===== config.mk =====
export PLATFORM = sky130hd
export DESIGN_NAME = sm4_job_sequencer
export DESIGN_NICKNAME = d
export VERILOG_FILES = /design/src/rtl/sm4_seq_pkg.sv /design/src/rtl/sm4_seq_outreg.sv /design/src/rtl/sm4_job_sequencer.sv
export SDC_FILE = /design/constraint.sdc
export NUM_CORES = 1
export LEC_CHECK = 0
export ABC_AREA = 1
export BUFFER_PORTS_ARGS = -buffer_cell sky130_fd_sc_hd__buf_4
export CORE_AREA = 2 2 565 567
export DETAILED_ROUTE_END_ITERATION = 8
export DIE_AREA = 0 0 567 569
export SLEW_MARGIN = 20
export SYNTH_ARGS = -nofsm -noshare
export SYNTH_HDL_FRONTEND = slang
export SYNTH_HIERARCHICAL = 1
export SYNTH_SLANG_ARGS = --single-unit

===== constraint.sdc =====
create_clock -name clk -period 1.8 [get_ports clk]
set_input_delay 0.09 -clock clk [delete_from_list [all_inputs] [get_ports clk]]
set_output_delay 0.09 -clock clk [all_outputs]
set_load 0.02 [all_outputs]

===== src/rtl/sm4_seq_pkg.sv =====
// Shared types and constants for the SM4 job sequencer slice.
// Holds the sequencer state enum, engine command codes and bus widths.
package sm4_seq_pkg;

  localparam int DATA_W = 128;
  localparam int BUS_W  = 384;
  localparam int GNUM_W = 32;

  localparam logic [1:0] CMD_ENC = 2'b10;
  localparam logic [1:0] CMD_DEC = 2'b11;

  typedef enum logic [2:0] {
    IDLE,
    GAP,
    KEYUP,
    LOAD,
    SEND,
    COLLECT,
    DRAIN
  } seq_state_e;

endpackage


===== src/rtl/sm4_seq_outreg.sv =====
// One-deep valid/ready output register for SM4 results and their group numbers.
// busy means a result is still waiting and will not be taken this cycle.
module sm4_seq_outreg
  import sm4_seq_pkg::*;
(
  input  logic              clk,
  input  logic              rst_n,
  input  logic              clr,
  input  logic              load,
  input  logic [DATA_W-1:0] load_data,
  input  logic [GNUM_W-1:0] load_gnum,
  input  logic              out_ready,
  output logic              busy,
  output logic              out_valid,
  output logic [DATA_W-1:0] out_data,
  output logic [GNUM_W-1:0] out_group_num
);

  assign busy = out_valid && !out_ready;

  // Data and group number only move on load, so they hold while stalled.
  always_ff @(posedge clk or negedge rst_n) begin
    if (!rst_n) begin
      out_valid     <= 1'b0;
      out_data      <= '0;
      out_group_num <= '0;
    end else if (clr) begin
      out_valid <= 1'b0;
    end else if (load) begin
      out_valid     <= 1'b1;
      out_data      <= load_data;
      out_group_num <= load_gnum;
    end else if (out_ready) begin
      out_valid <= 1'b0;
    end
  end

endmodule


===== src/rtl/sm4_job_sequencer.sv =====
// Drives the SM4 group engine through a multi-group job, one group in flight.
// Optional per-group watchdog is enabled with `define SM4_SEQ_TIMEOUT_EN.
module sm4_job_sequencer
  import sm4_seq_pkg::*;
#(
  parameter int GAP_CYCLES     = 2,
  parameter int TIMEOUT_CYCLES = 1024
) (
  input  logic              clk,
  input  logic              rst_n,
  input  logic              job_start,
  input  logic [1:0]        job_mode,
  input  logic [DATA_W-1:0] job_key,
  input  logic [GNUM_W-1:0] job_first_group,
  input  logic [GNUM_W-1:0] job_count,
  output logic              busy,
  output logic              job_done,
  output logic              job_err,
  input  logic              in_valid,
  output logic              in_ready,
  input  logic [DATA_W-1:0] in_data,
  output logic              out_valid,
  input  logic              out_ready,
  output logic [DATA_W-1:0] out_data,
  output logic [GNUM_W-1:0] out_group_num,
  output logic              eng_start,
  output logic [GNUM_W-1:0] eng_first_group,
  output logic [DATA_W-1:0] eng_key,
  output logic [1:0]        eng_cmd,
  output logic [BUS_W-1:0]  eng_din,
  output logic              eng_send_ok,
  output logic              eng_out_ok,
  input  logic [BUS_W-1:0]  eng_dout,
  input  logic              eng_round_ok,
  input  logic [GNUM_W-1:0] eng_end_group
);

  seq_state_e        state, state_nxt;
  logic [GNUM_W-1:0] count_q;
  logic [GNUM_W-1:0] done_count;
  logic [31:0]       gap_cnt;
  logic [DATA_W-1:0] din_q;
  logic              armed;
  logic              accept_job;
  logic              out_busy;
  logic              out_load;
  logic              timeout_hit;
  logic              unused_dout;

  assign accept_job  = job_start && (state == IDLE) && !busy;
  assign eng_din     = {{(BUS_W-DATA_W){1'b0}}, din_q};
  assign unused_dout = ^eng_dout[BUS_W-1:DATA_W];

  always_ff @(posedge clk or negedge rst_n) begin
    if (!rst_n) state <= IDLE;
    else        state <= state_nxt;
  end

  always_comb begin
    state_nxt = state;
    case (state)
      IDLE:    if (accept_job && job_count != '0) state_nxt = GAP;
      GAP:     if (gap_cnt == 32'(GAP_CYCLES - 1)) state_nxt = KEYUP;
      KEYUP:   state_nxt = LOAD;
      LOAD:    if (in_valid) state_nxt = SEND;
      SEND: begin
        if (timeout_hit)                state_nxt = IDLE;
        else if (armed && eng_round_ok) state_nxt = COLLECT;
      end
      COLLECT: if (!out_busy) state_nxt = (done_count == count_q - 1'b1) ? DRAIN : LOAD;
      DRAIN:   if (!out_valid) state_nxt = IDLE;
      default: state_nxt = IDLE;
    endcase
  end

  always_comb begin
    in_ready    = (state == LOAD);
    eng_send_ok = (state == SEND);
    eng_start   = (state == KEYUP) || (state == LOAD) || (state == SEND) || (state == COLLECT);
    out_load    = (state == COLLECT) && !out_busy;
    eng_out_ok  = out_load;
  end

  // Job parameters stay latched after the job so the engine sees stable values.
  // A high round_ok left over from the previous group is ignored until it has been seen low.
  always_ff @(posedge clk or negedge rst_n) begin
    if (!rst_n) begin
      busy            <= 1'b0;
      job_done        <= 1'b0;
      eng_cmd         <= 2'b00;
      eng_key         <= '0;
      eng_first_group <= '0;
      count_q         <= '0;
      done_count      <= '0;
      gap_cnt         <= '0;
      din_q           <= '0;
      armed           <= 1'b0;
    end else begin
      job_done <= 1'b0;
      if (accept_job) begin
        eng_cmd         <= job_mode;
        eng_key         <= job_key;
        eng_first_group <= job_first_group;
        count_q         <= job_count;
        done_count      <= '0;
        busy            <= 1'b1;
        if (job_count == '0) job_done <= 1'b1;
      end
      if (state == IDLE && busy) busy <= 1'b0;
      gap_cnt <= (state == GAP) ? gap_cnt + 1'b1 : 32'd0;
      if (state == LOAD && in_valid) begin
        din_q <= in_data;
        armed <= 1'b0;
      end
      if (state == SEND && !eng_round_ok) armed <= 1'b1;
      if (out_load) done_count <= done_count + 1'b1;
      if (state == DRAIN && !out_valid) begin
        job_done <= 1'b1;
        busy     <= 1'b0;
      end
      if (timeout_hit) busy <= 1'b0;
    end
  end

`ifdef SM4_SEQ_TIMEOUT_EN
  logic [31:0] tmo_cnt;
  logic        job_err_q;

  assign timeout_hit = (state == SEND) && (tmo_cnt == 32'(TIMEOUT_CYCLES - 1));
  assign job_err     = job_err_q;

  always_ff @(posedge clk or negedge rst_n) begin
    if (!rst_n) begin
      tmo_cnt   <= '0;
      job_err_q <= 1'b0;
    end else begin
      job_err_q <= timeout_hit;
      if (state == LOAD && in_valid) tmo_cnt <= '0;
      else if (state == SEND)        tmo_cnt <= tmo_cnt + 1'b1;
    end
  end
`else
  localparam int unused_tmo = TIMEOUT_CYCLES;
  assign timeout_hit = 1'b0;
  assign job_err     = 1'b0;
`endif

  sm4_seq_outreg u_outreg (
    .clk           (clk),
    .rst_n         (rst_n),
    .clr           (timeout_hit),
    .load          (out_load),
    .load_data     (eng_dout[DATA_W-1:0]),
    .load_gnum     (eng_end_group),
    .out_ready     (out_ready),
    .busy          (out_busy),
    .out_valid     (out_valid),
    .out_data      (out_data),
    .out_group_num (out_group_num)
  );

endmodule


==> results of run 1 <==
-- critical path, cell delays in order (launching register included) --
cell and delay [ns]:
sky130_fd_sc_hd__dfrtp_2 0.44, sky130_fd_sc_hd__nor2_4 0.14, sky130_fd_sc_hd__buf_6 0.11, sky130_fd_sc_hd__nand2_4 0.04
sky130_fd_sc_hd__nor3_4 0.23, sky130_fd_sc_hd__buf_12 0.15, sky130_fd_sc_hd__buf_12 0.11, sky130_fd_sc_hd__buf_12 0.11
sky130_fd_sc_hd__buf_12 0.12, sky130_fd_sc_hd__clkinv_16 0.07, sky130_fd_sc_hd__buf_12 0.14, sky130_fd_sc_hd__buf_16 0.14
sky130_fd_sc_hd__a21oi_2 0.13, sky130_fd_sc_hd__a21oi_1 0.05
-- cell usage after synthesis (2+ instances only) --
cell type / instances
sky130_fd_sc_hd__a21oi_1: 36
sky130_fd_sc_hd__a221oi_1: 2
sky130_fd_sc_hd__a31oi_1: 5
sky130_fd_sc_hd__buf_2: 53
sky130_fd_sc_hd__buf_4: 260
sky130_fd_sc_hd__buf_6: 10
sky130_fd_sc_hd__clkbuf_1: 63
sky130_fd_sc_hd__clkinv_1: 3
sky130_fd_sc_hd__dfrtp_1: 553
sky130_fd_sc_hd__ha_1: 4
sky130_fd_sc_hd__inv_1: 113
sky130_fd_sc_hd__inv_2: 4
sky130_fd_sc_hd__mux2i_1: 10
sky130_fd_sc_hd__nand2_1: 1426
sky130_fd_sc_hd__nand2_2: 3
sky130_fd_sc_hd__nand2_4: 2
sky130_fd_sc_hd__nand3_1: 203
sky130_fd_sc_hd__nand3_4: 2
sky130_fd_sc_hd__nand3b_1: 4
sky130_fd_sc_hd__nand4_1: 25
sky130_fd_sc_hd__nor2_1: 137
sky130_fd_sc_hd__nor2_2: 9
sky130_fd_sc_hd__nor2_4: 5
sky130_fd_sc_hd__nor3_1: 23
sky130_fd_sc_hd__nor3_2: 2
sky130_fd_sc_hd__nor4_1: 21
sky130_fd_sc_hd__o211ai_1: 2
sky130_fd_sc_hd__o21a_1: 2
sky130_fd_sc_hd__o21ai_0: 52
sky130_fd_sc_hd__o21ai_1: 7
sky130_fd_sc_hd__o21bai_1: 5
sky130_fd_sc_hd__xnor2_1: 13
sky130_fd_sc_hd__xor2_1: 24
-- timing repair --
item / in CTS / in global routing
hold endpoints to repair: 1010 / 0
hold buffers: 604 / 0
pin swaps: 50 / 166
gates resized for setup: 250 / 602
cloned: 41 / 32
setup buffers: 77 / 48
setup endpoints to repair: 441 / 512
-- per-layer routing --
layer,wire length (microns),share of wire [%]
met1,86200,37
met2,108000,47
met3,25100,11
met4,11100,4.8
met5,701,0.30
-- sequential cells by signal, summed over array words and instances (netlist names) --
register	cells
done_count	32
gap_cnt	32
eng_cmd	2
armed	1
count_q	32
eng_first_group	32
eng_key	128
busy	1
u_outreg/out_data	128
din_q	128
u_outreg/out_group_num	32
job_done	1
state	3
u_outreg/out_valid	1
-- logic make-up (layout without fill, tap and decap cells) --
logic type | after synthesis | after routing | synth area share [%]
compound gates | 117 | 117 | 2.50
xor+xnor | 37 | 37 | 1.27
mux | 10 | 10 | 0.392
other cells | 1 | 345 | 0.0147
flops | 553 | 553 | 54.2
fa+ha+maj | 4 | 4 | 0.196
buf+inv | 508 | 2204 | 11.8
simple gates | 1867 | 1870 | 29.6
-- stage by stage --
stage | worst slack (ns) | power, mW | cell area (sq um) | std cells
2_1_floorplan | -0.0602 | 34.2 | 26600 | 3354
3_3_place_gp | -0.335 | 52.4 | 38500 | 8323
3_5_place_dp | -0.293 | 52.6 | 38500 | 8323
4_1_cts | -0.297 | 74.2 | 49900 | 9185
5_1_grt | -0.469 | 80.7 | 52800 | 9274
6_report | -0.332 | 76.6 | 52900 | 9320
-- cell type report --
cell class / instances / area [sq um]
Clock inverter: 34 / 427
Antenna cell: 87 / 218
Inverter: 121 / 515
Fill cell: 35145 / 264000
Timing Repair Buffer: 1940 / 18400
Timing Repair inverter: 2 / 41.3
Clock buffer: 107 / 2220
Tap cell: 4180 / 5230
Multi-Input combinational cell: 2296 / 12000
Sequential cell: 553 / 13800
-- path summary, 6_finish.rpt --
check                                               start                               to  slack [ns]  depth (start not counted)
max                                  state[1]$_DFFE_PN0P_       done_count[21]$_DFFE_PN0P_       -0.33                         13
min                                           job_key[52]          eng_key[52]$_DFFE_PN0P_        0.06                          4
max reg2reg                          state[1]$_DFFE_PN0P_       done_count[21]$_DFFE_PN0P_       -0.33                         13
min reg2reg                eng_first_group[0]$_DFFE_PN0P_   eng_first_group[0]$_DFFE_PN0P_        0.47                          2
max in group asynchronous                           rst_n            din_q[22]$_DFFE_PN0P_        0.97                          4
min in group asynchronous                           rst_n  eng_first_group[31]$_DFFE_PN0P_        0.15                          3
-- report_power, final --
group          leakage, nW  switching (mW)  internal (mW)
registers             7.06            3.97           17.4
logic                 16.8            23.4           15.3
clock network         1.30            6.87           9.73
total                 25.2            34.2           42.4
==> metrics.cfg, run 1 <==
[die]
vert_die_dim_microns=569
placementRows=207
die_width_microns=567
floorplan.die_area_sq_um=323000
floorplan.initialDensity_pct=8.07
io_pins=1458
fp.coreArea_sq_um=317000

[grt]
met2_usage_pct=22.5
number_of_global_route_vias_before_repair=28501
global_route.usage.met3_pct=6.29
global_route.usage.met1_pct=14.6
first_pass_grt_wire_length_microns=283000
pin_count_of_the_biggest_net_entering_global_routing=165
grt_busiest_layer=met2
gr-usage-all-layers_pct=13.4
antenna_violations_before_repair=242
overflow=0

[setup_path]
crit_path_end_kind=flip-flop
worstSetupStartpointType=flip-flop
worstPathArrival_ns=2.80
crit_fanout=6
timing_worst_setup_path_type=flip-flop to flip-flop
cp_required_ns=2.47

[pwr]
peakVddDrop_mv=1.06
power_per_cell_area_nw_per_um2=1450
leakage_nw=25.2

[clock_network]
cts-buffers-inserted=80
cts_num_sinks=553
clkSlewWorstSetupHoldPaths_ns=0.06
cts_tree=built
htreeDepth=3
clk-insertion-delay-late_ns=0.79
number_of_buffers_between_clock_root_and_the_deepest_sink=4
cts_root_buffer=sky130_fd_sc_hd__clkbuf_16

[placed_design]
placement.io_buffers=944
gp_congestion=0.892
place.detailed.hpwl_microns=180000

[route]
ant_nets=0
drt_wl_total_microns=231000
drt-vias-per-instance=3.11
drc=0
via_count=28966
wl_per_cell_microns=24.7
drt_iter0_drc=1743
drt-pass1-iter-count=5

[final_layout]
final_nets=5742
most-common-layout-cells=1145 x sky130_fd_sc_hd__buf_4, 1079 x sky130_fd_sc_hd__nand2_1, 603 x sky130_fd_sc_hd__dlygate4sd3_1
area.growth.synth_to_final_pct=107
most_common_library_cell_in_the_layout_ignoring_fill_and_taps=sky130_fd_sc_hd__buf_4
drive_gt1_share_pct=39.4
post-route-util_pct=16.7

[sta]
final-setup-viol-count=488
fin_hold_ws_ns=0.0640
max-slew-margin-rel_pct=62.0
final-hold-violation-count=0
rsz0062_at_grt=true
clock_skew_ns=0.0617
fin_crit_sh_pct=118
fin_crit_ns=2.13
fmaxAchievable_mhz=469
final_max_slew_viol_count=0
setup_total_negative_slack_ns=-84.16
worst_margin_pin_slew_ns=0.564
post-route-worst-setup-slack_ns=-0.332

[min_path]
timing.hold.worst.class=primary input to flip-flop

[synth]
count_of_distinct_cell_types_in_the_synthesized_netlist=47
synthesis.area_per_instance_sq_um=8.25
synth.top_cell.area_share_pct=54.2
synth_warnings=6
commonest_register_cell_after_synthesis=sky130_fd_sc_hd__dfrtp_1
async_reset_ff_share_pct=100
synthTopCellsByArea=sky130_fd_sc_hd__dfrtp_1 54%, sky130_fd_sc_hd__nand2_1 21%, sky130_fd_sc_hd__buf_4 7.6%
synth_seq_cells=553
synthDominantAreaCellType=sky130_fd_sc_hd__dfrtp_1
synth_enable_flop_cells=0
synth_area_sq_um=25600
synthCells=3097
synth.yosys.seq_area_share_pct=54.2

[run_status]
run_status=complete, but fails checks
violations_in_the_final_reports=setup timing

[job]
max_cap_viol_count=0

No activity file was read; power rests on OpenSTA's default activity.
==> run 2, diff against run 1 <==
--- a/config.mk
+++ b/config.mk
@@ -5,11 +5,10 @@
 export SDC_FILE = /design/constraint.sdc
 export NUM_CORES = 1
 export LEC_CHECK = 0
-export ABC_AREA = 1
 export BUFFER_PORTS_ARGS = -buffer_cell sky130_fd_sc_hd__buf_4
-export CORE_AREA = 2 2 565 567
+export CORE_AREA = 2 2 574 576
 export DETAILED_ROUTE_END_ITERATION = 8
-export DIE_AREA = 0 0 567 569
+export DIE_AREA = 0 0 576 578
 export SLEW_MARGIN = 20
 export SYNTH_ARGS = -nofsm -noshare
 export SYNTH_HDL_FRONTEND = slang
==> metrics.cfg, run 2 <==
[synth]
synthesis.area_per_instance_sq_um=13.5  ; was 8.25 sq um
count_of_distinct_cell_types_in_the_synthesized_netlist=64  ; was 47
synthDominantAreaCellType=sky130_fd_sc_hd__dfrtp_1  ; unchanged
synth_area_sq_um=24900  ; was 25600 sq um
synthTopCellsByArea=sky130_fd_sc_hd__dfrtp_1 56%, sky130_fd_sc_hd__mux2_2 17%, sky130_fd_sc_hd__buf_4 7.7%  ; was sky130_fd_sc_hd__dfrtp_1 54%, sky130_fd_sc_hd__nand2_1 21%, sky130_fd_sc_hd__buf_4 7.6%
post-synth-top-count-cell=sky130_fd_sc_hd__dfrtp_1  ; was sky130_fd_sc_hd__nand2_1
commonest_register_cell_after_synthesis=sky130_fd_sc_hd__dfrtp_1  ; unchanged
synth_enable_flop_cells=0  ; unchanged
synthCells=1839  ; was 3097
synth_warnings=6  ; unchanged
synth_seq_cells=553  ; unchanged
async_reset_ff_share_pct=100  ; unchanged
synth.yosys.seq_area_share_pct=55.6  ; was 54.2%
synth.top_cell.area_share_pct=55.6  ; was 54.2%
netlist_top_cells_count=553 x sky130_fd_sc_hd__dfrtp_1, 386 x sky130_fd_sc_hd__mux2_2, 257 x sky130_fd_sc_hd__buf_4  ; was 1426 x sky130_fd_sc_hd__nand2_1, 553 x sky130_fd_sc_hd__dfrtp_1, 260 x sky130_fd_sc_hd__buf_4

[setup_path]
crit_fanout=4  ; was 6
timing_worst_setup_path_type=flip-flop to flip-flop  ; unchanged
setup.worst_path.start=count_q[0]$_DFFE_PN0P_  ; was state[1]$_DFFE_PN0P_
worstSetupStartpointType=flip-flop  ; unchanged
worst_path_largest_cell_delay_ns=0.43  ; was 0.44 ns
worst_r2r_endpoint=state[2]$_DFFE_PN0P_  ; was done_count[21]$_DFFE_PN0P_
cp_common_cell=sky130_fd_sc_hd__buf_4  ; was sky130_fd_sc_hd__buf_12
crit_path_end_kind=flip-flop  ; unchanged
crit-reg2reg-launch=count_q[0]$_DFFE_PN0P_  ; was state[1]$_DFFE_PN0P_
crit_path_cell_trace=buf_4 -> inv_1 -> ha_2 -> nor4b_4 -> and4_4 -> and3_4 -> xnor2_2 -> mux2_4 -> or4_4 -> nor4_4 -> buf_4 -> a31o_1  ; was nor2_4 -> buf_6 -> nand2_4 -> nor3_4 -> buf_12 -> buf_12 -> buf_12 -> buf_12 -> clkinv_16 -> buf_12 -> buf_16 -> a21oi_2 -> a21oi_1
cp_required_ns=2.47  ; about the same
slowest_stage=sky130_fd_sc_hd__or4_4  ; was sky130_fd_sc_hd__dfrtp_2
worstPathArrival_ns=3.66  ; was 2.80 ns
reg2regPathDepth=12  ; was 13
reg_to_reg_setup_timing_slack_ns=-1.19  ; was -0.33 ns

[placed_design]
place.detailed.hpwl_microns=200000  ; was 180000 microns
gp_congestion=0.932  ; was 0.892
post-place-cells=7297  ; was 8323
dp_worst_setup_slack_ns=-1.33  ; was -0.293 ns
placement.io_buffers=944  ; unchanged

[sta]
clock_skew_ns=0.0624  ; was 0.0617 ns
fin_hold_ws_ns=0.00906  ; was 0.0640 ns
post-route-worst-setup-slack_ns=-1.19  ; was -0.332 ns
fin_crit_ns=2.99  ; was 2.13 ns
fmaxAchievable_mhz=335  ; was 469 MHz
fin_crit_sh_pct=166  ; was 118%
rsz0062_at_grt=true  ; unchanged
setup_total_negative_slack_ns=-60.94  ; was -84.16 ns
final-setup-viol-count=443  ; was 488
final_max_slew_viol_count=0  ; unchanged
final-hold-violation-count=0  ; unchanged

[route]
drt-pass1-iter-count=5  ; unchanged
drt-vias-per-instance=2.74  ; was 3.11
ant_nets=0  ; unchanged
drt_wl_total_microns=232000  ; was 231000 microns
via_count=22428  ; was 28966
drt_iter0_drc=954  ; was 1743
drc=0  ; unchanged
wl_per_cell_microns=28.3  ; was 24.7 microns

[pwr]
power_per_cell_area_nw_per_um2=1640  ; was 1450 nW/um^2
leakage_nw=21.9  ; was 25.2 nW
swShare_pct=43.0  ; was 44.6%
peakVddDrop_mv=1.06  ; about the same
p_sw_mw=34.9  ; was 34.2 mW
power_frac_seq_pct=26.6  ; was 27.9%
finalPower_mw=81.1  ; was 76.6 mW
power.share.combinational_pct=52.6  ; was 50.4%
p_int_mw=46.2  ; was 42.4 mW
relative_contribution_of_the_clock_network_to_total_power_pct=20.8  ; was 21.7%

[grt]
antenna_violations_before_repair=328  ; was 242
gr-usage-all-layers_pct=13.5  ; was 13.4%
first_pass_grt_wire_length_microns=278000  ; was 283000 microns
overflow=0  ; unchanged
met2_usage_pct=22.3  ; was 22.5%
global_route.usage.met3_pct=6.85  ; was 6.29%
number_of_global_route_vias_before_repair=22378  ; was 28501
grt_busiest_layer=met2  ; unchanged
pin_count_of_the_biggest_net_entering_global_routing=76  ; was 165
global_route.usage.met1_pct=14.7  ; was 14.6%

[clock_network]
cts-buffers-inserted=80  ; unchanged
cts_root_buffer=sky130_fd_sc_hd__clkbuf_16  ; unchanged
number_of_buffers_between_clock_root_and_the_deepest_sink=4  ; unchanged
clkSlewWorstSetupHoldPaths_ns=0.05  ; was 0.06 ns
htreeDepth=3  ; unchanged
cts_num_sinks=553  ; unchanged
cts_tree=built  ; unchanged
clk-insertion-delay-late_ns=0.79  ; about the same

[die]
io_pins=1458  ; unchanged
floorplan.die_area_sq_um=333000  ; was 323000 sq um
placementRows=210  ; was 207
die_width_microns=576  ; was 567 microns
fp.coreArea_sq_um=326000  ; was 317000 sq um
floorplan.initialDensity_pct=7.63  ; was 8.07%
vert_die_dim_microns=578  ; was 569 microns

[run_status]
run_status=complete, but fails checks  ; unchanged
violations_in_the_final_reports=setup timing  ; unchanged

[final_layout]
biggestRegsByFlops=din_q x128, eng_key x128, u_outreg/out_data x128  ; unchanged
area.growth.synth_to_final_pct=98.7  ; was 107%
most_common_library_cell_in_the_layout_ignoring_fill_and_taps=sky130_fd_sc_hd__buf_4  ; unchanged
drive_gt1_share_pct=54.1  ; was 39.4%
fillCellCount=36536  ; was 35145
most-common-layout-cells=1143 x sky130_fd_sc_hd__buf_4, 551 x sky130_fd_sc_hd__dfrtp_1, 506 x sky130_fd_sc_hd__dlygate4sd3_1  ; was 1145 x sky130_fd_sc_hd__buf_4, 1079 x sky130_fd_sc_hd__nand2_1, 603 x sky130_fd_sc_hd__dlygate4sd3_1
final_cells=8191  ; was 9320
final_nets=4412  ; was 5742

[min_path]
timing.hold.worst.start=job_count[0]  ; was job_key[52]
hold_path_depth=3  ; was 4
min_delay_worst_endpoint=count_q[0]$_DFFE_PN0P_  ; was eng_key[52]$_DFFE_PN0P_
timing.hold.worst.class=primary input to flip-flop  ; unchanged

[job]
max_cap_viol_count=0  ; unchanged

run 2: cell count changes after synthesis, moves of 14 or more:
cell and change:
sky130_fd_sc_hd__nor2_1 -71, sky130_fd_sc_hd__mux2_2 +386, sky130_fd_sc_hd__and3_1 +17, sky130_fd_sc_hd__nand2_1 -1367, sky130_fd_sc_hd__nand3_1 -170, sky130_fd_sc_hd__xnor2_1 +14
sky130_fd_sc_hd__buf_2 -44, sky130_fd_sc_hd__xor2_1 +14, sky130_fd_sc_hd__o21ai_0 -24, sky130_fd_sc_hd__mux2_4 +100, sky130_fd_sc_hd__a21oi_1 -28, sky130_fd_sc_hd__inv_1 -99
run 2: final cells by class:
type / count / area, sq um / area share [%]
Antenna cell: 120 / 300 / 0.607
Clock buffer: 107 / 2230 / 4.51
Clock inverter: 36 / 493 / 0.996
Inverter: 14 / 57.6 / 0.116
Multi-Input combinational cell: 1198 / 10500 / 21.1
Sequential cell: 553 / 13800 / 28.0
Tap cell: 4346 / 5440 / 11.0
Timing Repair Buffer: 1817 / 16700 / 33.7
run 2: power by group through the flow:
stage                     clock network (mW)  logic [mW]  registers, mW
final                                   16.8        42.7           21.6
after global routing                    17.9        44.5           22.2
after CTS                               17.5        44.2           21.5
after detailed placement                   0        39.5           21.6
after global placement                     0        39.4           21.5
after floorplan                            0        10.4           27.4
run 2: worst max-delay path, delay by kind of cell, from the launching register on:
kind / cells / cell delay, ns
xor+xnor: 1 / 0.11
compound gates: 1 / 0.13
mux: 1 / 0.32
simple gates: 5 / 1.38
flops: 1 / 0.38
buf+inv: 3 / 0.39
fa+ha+maj: 1 / 0.17
run 2: cells by family (layout without fill, tap and decap cells):
group / count (synthesis) / in the layout / share of synthesized area [%]
flops: 553 / 553 / 55.6
mux: 500 / 500 / 24.0
buf+inv: 346 / 1974 / 9.69
simple gates: 290 / 290 / 6.03
compound gates: 80 / 80 / 2.15
xor+xnor: 65 / 65 / 2.29
fa+ha+maj: 4 / 4 / 0.201
other cells: 1 / 379 / 0.0151
run 2: how the worst max path moves through the flow:
stage / slack (ns) / cells past startpoint / end
4_1_cts: -1.27 / 9 / state[2]$_DFFE_PN0P_
2_1_floorplan: -0.85 / 11 / state[2]$_DFFE_PN0P_
6_report: -1.19 / 12 / state[2]$_DFFE_PN0P_
5_1_grt: -1.31 / 10 / state[2]$_DFFE_PN0P_
3_3_place_gp: -1.30 / 9 / state[2]$_DFFE_PN0P_
3_5_place_dp: -1.33 / 9 / state[2]$_DFFE_PN0P_
run 2: layer usage:
| metal | routed length [microns] | part of all wire [%] |
|---|---|---|
| met1 | 87300 | 38 |
| met5 | 1340 | 0.58 |
| met3 | 26000 | 11 |
| met2 | 106000 | 46 |
| met4 | 10800 | 4.7 |
run 2: per-stage QoR:
stage                     util (%)  instance area (sq um)
final                         15.2                  49500
after detailed placement      11.8                  38600
after floorplan                  -                  26400
after global routing          15.1                  49300
after CTS                     15.1                  49200
after global placement        11.8                  38600
run 2: what timing repair did:
action	CTS	global route
endpoints found under the hold margin	1040	0
endpoints found under the setup margin	511	540
cloned	44	10
pin swaps	32	43
buffers inserted	89	45
resized for setup	205	146
hold buffers	507	0
==> run 3, diff against run 2 <==
--- a/config.mk
+++ b/config.mk
@@ -6,9 +6,10 @@
 export NUM_CORES = 1
 export LEC_CHECK = 0
 export BUFFER_PORTS_ARGS = -buffer_cell sky130_fd_sc_hd__buf_4
-export CORE_AREA = 2 2 574 576
+export CORE_AREA = 2 2 567 569
+export CTS_BUF_LIST = sky130_fd_sc_hd__clkbuf_4
 export DETAILED_ROUTE_END_ITERATION = 8
-export DIE_AREA = 0 0 576 578
+export DIE_AREA = 0 0 569 571
 export SLEW_MARGIN = 20
 export SYNTH_ARGS = -nofsm -noshare
 export SYNTH_HDL_FRONTEND = slang
==> metrics.cfg, run 3 (same netlist as run 2, synthesis figures left out) <==
[final_layout]
fillCellCount=34921  ; was 36536
final_nets=5206  ; was 4412
most_common_library_cell_in_the_layout_ignoring_fill_and_taps=sky130_fd_sc_hd__dlygate4sd3_1  ; was sky130_fd_sc_hd__buf_4
drive_gt1_share_pct=50.4  ; was 54.1%
area.growth.synth_to_final_pct=127  ; was 98.7%
most-common-layout-cells=1056 x sky130_fd_sc_hd__dlygate4sd3_1, 923 x sky130_fd_sc_hd__buf_4, 541 x sky130_fd_sc_hd__dfrtp_1  ; was 1143 x sky130_fd_sc_hd__buf_4, 551 x sky130_fd_sc_hd__dfrtp_1, 506 x sky130_fd_sc_hd__dlygate4sd3_1
stdcell_area_sq_um=56600  ; was 49500 sq um
biggestRegsByFlops=din_q x128, eng_key x128, u_outreg/out_data x128  ; unchanged

[placed_design]
place.detailed.hpwl_microns=192000  ; was 200000 microns
dp_worst_setup_slack_ns=-1.15  ; was -1.33 ns
placement.io_buffers=944  ; unchanged
instance_area_after_placement_sq_um=38300  ; was 38600 sq um
gp_congestion=0.939  ; was 0.932

[die]
vert_die_dim_microns=571  ; was 578 microns
die_width_microns=569  ; was 576 microns
placementRows=208  ; was 210
floorplan.die_area_sq_um=325000  ; was 333000 sq um
io_pins=1458  ; unchanged
floorplan.initialDensity_pct=7.80  ; was 7.63%
fp.coreArea_sq_um=319000  ; was 326000 sq um

[route]
via_count=26020  ; was 22428
ant_nets=0  ; unchanged
drt_wl_total_microns=229000  ; was 232000 microns
wl_per_cell_microns=25.8  ; was 28.3 microns
drt-pass1-iter-count=6  ; was 5
drc=0  ; unchanged
drt_iter0_drc=1027  ; was 954
drt-vias-per-instance=2.93  ; was 2.74

[clock_network]
cts_root_buffer=sky130_fd_sc_hd__clkbuf_4  ; was sky130_fd_sc_hd__clkbuf_16
cts_num_sinks=553  ; unchanged
cts_tree=built  ; unchanged
clk-insertion-delay-late_ns=1.34  ; was 0.79 ns
cts-buffers-inserted=177  ; was 80
htreeDepth=4  ; was 3
clkSlewWorstSetupHoldPaths_ns=0.07  ; was 0.05 ns
number_of_buffers_between_clock_root_and_the_deepest_sink=4  ; unchanged

[setup_path]
worstPathArrival_ns=3.99  ; was 3.66 ns
slowest_stage=sky130_fd_sc_hd__or4_4  ; unchanged
crit_path_cell_trace=or4_4 -> or4b_4 -> a211oi_2 -> and3b_2 -> a2111oi_4 -> nand4_1 -> nor4_2 -> buf_4 -> a31o_1  ; was buf_4 -> inv_1 -> ha_2 -> nor4b_4 -> and4_4 -> and3_4 -> xnor2_2 -> mux2_4 -> or4_4 -> nor4_4 -> buf_4 -> a31o_1
worstSetupStartpointType=flip-flop  ; unchanged
path_delay_family=simple AND/OR/NAND/NOR gates  ; unchanged
cp.buffers_inverters=1  ; was 3
crit_fanout=4  ; unchanged
cp_required_ns=2.89  ; was 2.47 ns
timing_worst_setup_path_type=flip-flop to flip-flop  ; unchanged
worst_path_largest_cell_delay_ns=0.56  ; was 0.43 ns
reg_to_reg_setup_timing_slack_ns=-1.10  ; was -1.19 ns
crit_path_end_kind=flip-flop  ; unchanged

[sta]
fin_crit_ns=2.90  ; was 2.99 ns
final-hold-violation-count=0  ; unchanged
fin_crit_sh_pct=161  ; was 166%
final_max_slew_viol_count=0  ; unchanged
final-setup-viol-count=888  ; was 443
rsz0062_at_grt=true  ; unchanged
clock_skew_ns=0.183  ; was 0.0624 ns
post-route-worst-setup-slack_ns=-1.10  ; was -1.19 ns
fmaxAchievable_mhz=345  ; was 335 MHz

[grt]
antenna_violations_before_repair=298  ; was 328
gr-usage-all-layers_pct=13.4  ; was 13.5%
number_of_global_route_vias_before_repair=26838  ; was 22378
overflow=0  ; unchanged
first_pass_grt_wire_length_microns=279000  ; was 278000 microns
pin_count_of_the_biggest_net_entering_global_routing=72  ; was 76

[pwr]
power_per_cell_area_nw_per_um2=1500  ; was 1640 nW/um^2
peakVddDrop_mv=1.07  ; was 1.06 mV
leakage_nw=25.1  ; was 21.9 nW

[run_status]
violations_in_the_final_reports=setup timing  ; unchanged
run_status=complete, but fails checks  ; unchanged

[job]
max_cap_viol_count=0  ; unchanged

[min_path]
timing.hold.worst.class=primary input to flip-flop  ; unchanged

-- run 3: cell types whose count changed in the layout (fill, tap and decap cells not counted), moves of 10 or more --
cell,delta
sky130_fd_sc_hd__clkbuf_8,-13
sky130_fd_sc_hd__buf_4,-220
sky130_fd_sc_hd__clkbuf_1,-14
sky130_fd_sc_hd__mux2_2,+24
sky130_fd_sc_hd__buf_6,+321
sky130_fd_sc_hd__dfrtp_1,-10
sky130_fd_sc_hd__clkinv_1,+33
sky130_fd_sc_hd__dlygate4sd3_1,+550
sky130_fd_sc_hd__mux2_4,-24
sky130_fd_sc_hd__clkbuf_16,-72
sky130_fd_sc_hd__buf_8,+53
sky130_fd_sc_hd__buf_16,-10
sky130_fd_sc_hd__clkbuf_4,+245
sky130_fd_sc_hd__dfrtp_2,+10
-- run 3: per-stage QoR --
step                      util, %  cells  hold WS, ns  setup TNS, ns  power (mW)
after floorplan                 -   2097       -0.206         -37.84        37.8
after global placement       12.0   7140      -0.0414         -44.47        61.0
after detailed placement     12.0   7140      -0.0406         -51.85        61.2
after CTS                    17.1   8667     0.000365        -212.95        84.1
after global routing         17.7   8832       0.0615        -252.04        89.3
final                        17.7   8890        0.182         -99.85        85.1
-- run 3: cell type report --
cell class	instances	area (sq um)	share of cell area [%]
Multi-Input combinational cell	1199	10300	18.2
Clock inverter	51	238	0.420
Timing Repair Buffer	2513	24700	43.7
Sequential cell	553	13900	24.5
Inverter	14	55.1	0.0973
Antenna cell	115	288	0.509
Tap cell	4200	5260	9.29
Clock buffer	245	1840	3.25
-- run 3: report_power, final --
group | total [mW] | internal (mW) | switching (mW)
Combinational | 49.4 | 24.1 | 25.2
Clock | 13.0 | 6.24 | 6.75
Sequential | 22.7 | 18.1 | 4.68
Total | 85.1 | 48.4 | 36.7
-- run 3: metal layers --
layer | wire length (microns) | global-route usage (%)
met5 | 1390 | 0
met4 | 13500 | 6.79
met3 | 30000 | 8.57
met2 | 95600 | 19.9
met1 | 88500 | 14.7
-- run 3: worst register-to-register path, stage by stage, from the launching register on --
cell and delay [ns]:
sky130_fd_sc_hd__dfrtp_1 0.42, sky130_fd_sc_hd__or4_4 0.56, sky130_fd_sc_hd__or4b_4 0.55, sky130_fd_sc_hd__a211oi_2 0.17
sky130_fd_sc_hd__and3b_2 0.24, sky130_fd_sc_hd__a2111oi_4 0.21, sky130_fd_sc_hd__nand4_1 0.17, sky130_fd_sc_hd__nor4_2 0.18
sky130_fd_sc_hd__buf_4 0.18, sky130_fd_sc_hd__a31o_1 0.14
-- run 3: worst paths after layout --
check	from	to	cells past startpoint
max in group asynchronous	rst_n	din_q[124]$_DFFE_PN0P_	7
setup / recovery	count_q[0]$_DFFE_PN0P_	state[2]$_DFFE_PN0P_	9
min in group asynchronous	rst_n	count_q[8]$_DFFE_PN0P_	5
setup reg to reg	count_q[0]$_DFFE_PN0P_	state[2]$_DFFE_PN0P_	9
hold reg to reg	armed$_DFFE_PN0P_	armed$_DFFE_PN0P_	2
hold / removal	job_key[100]	eng_key[100]$_DFFE_PN0P_	4
-- run 3: timing repair --
action,in CTS,in global routing
hold endpoints to repair,1074,0
buffers inserted,165,105
resized for setup,541,183
setup endpoints to repair,883,981
gates cloned,11,20
hold buffers,1057,0
pin swaps,18,37
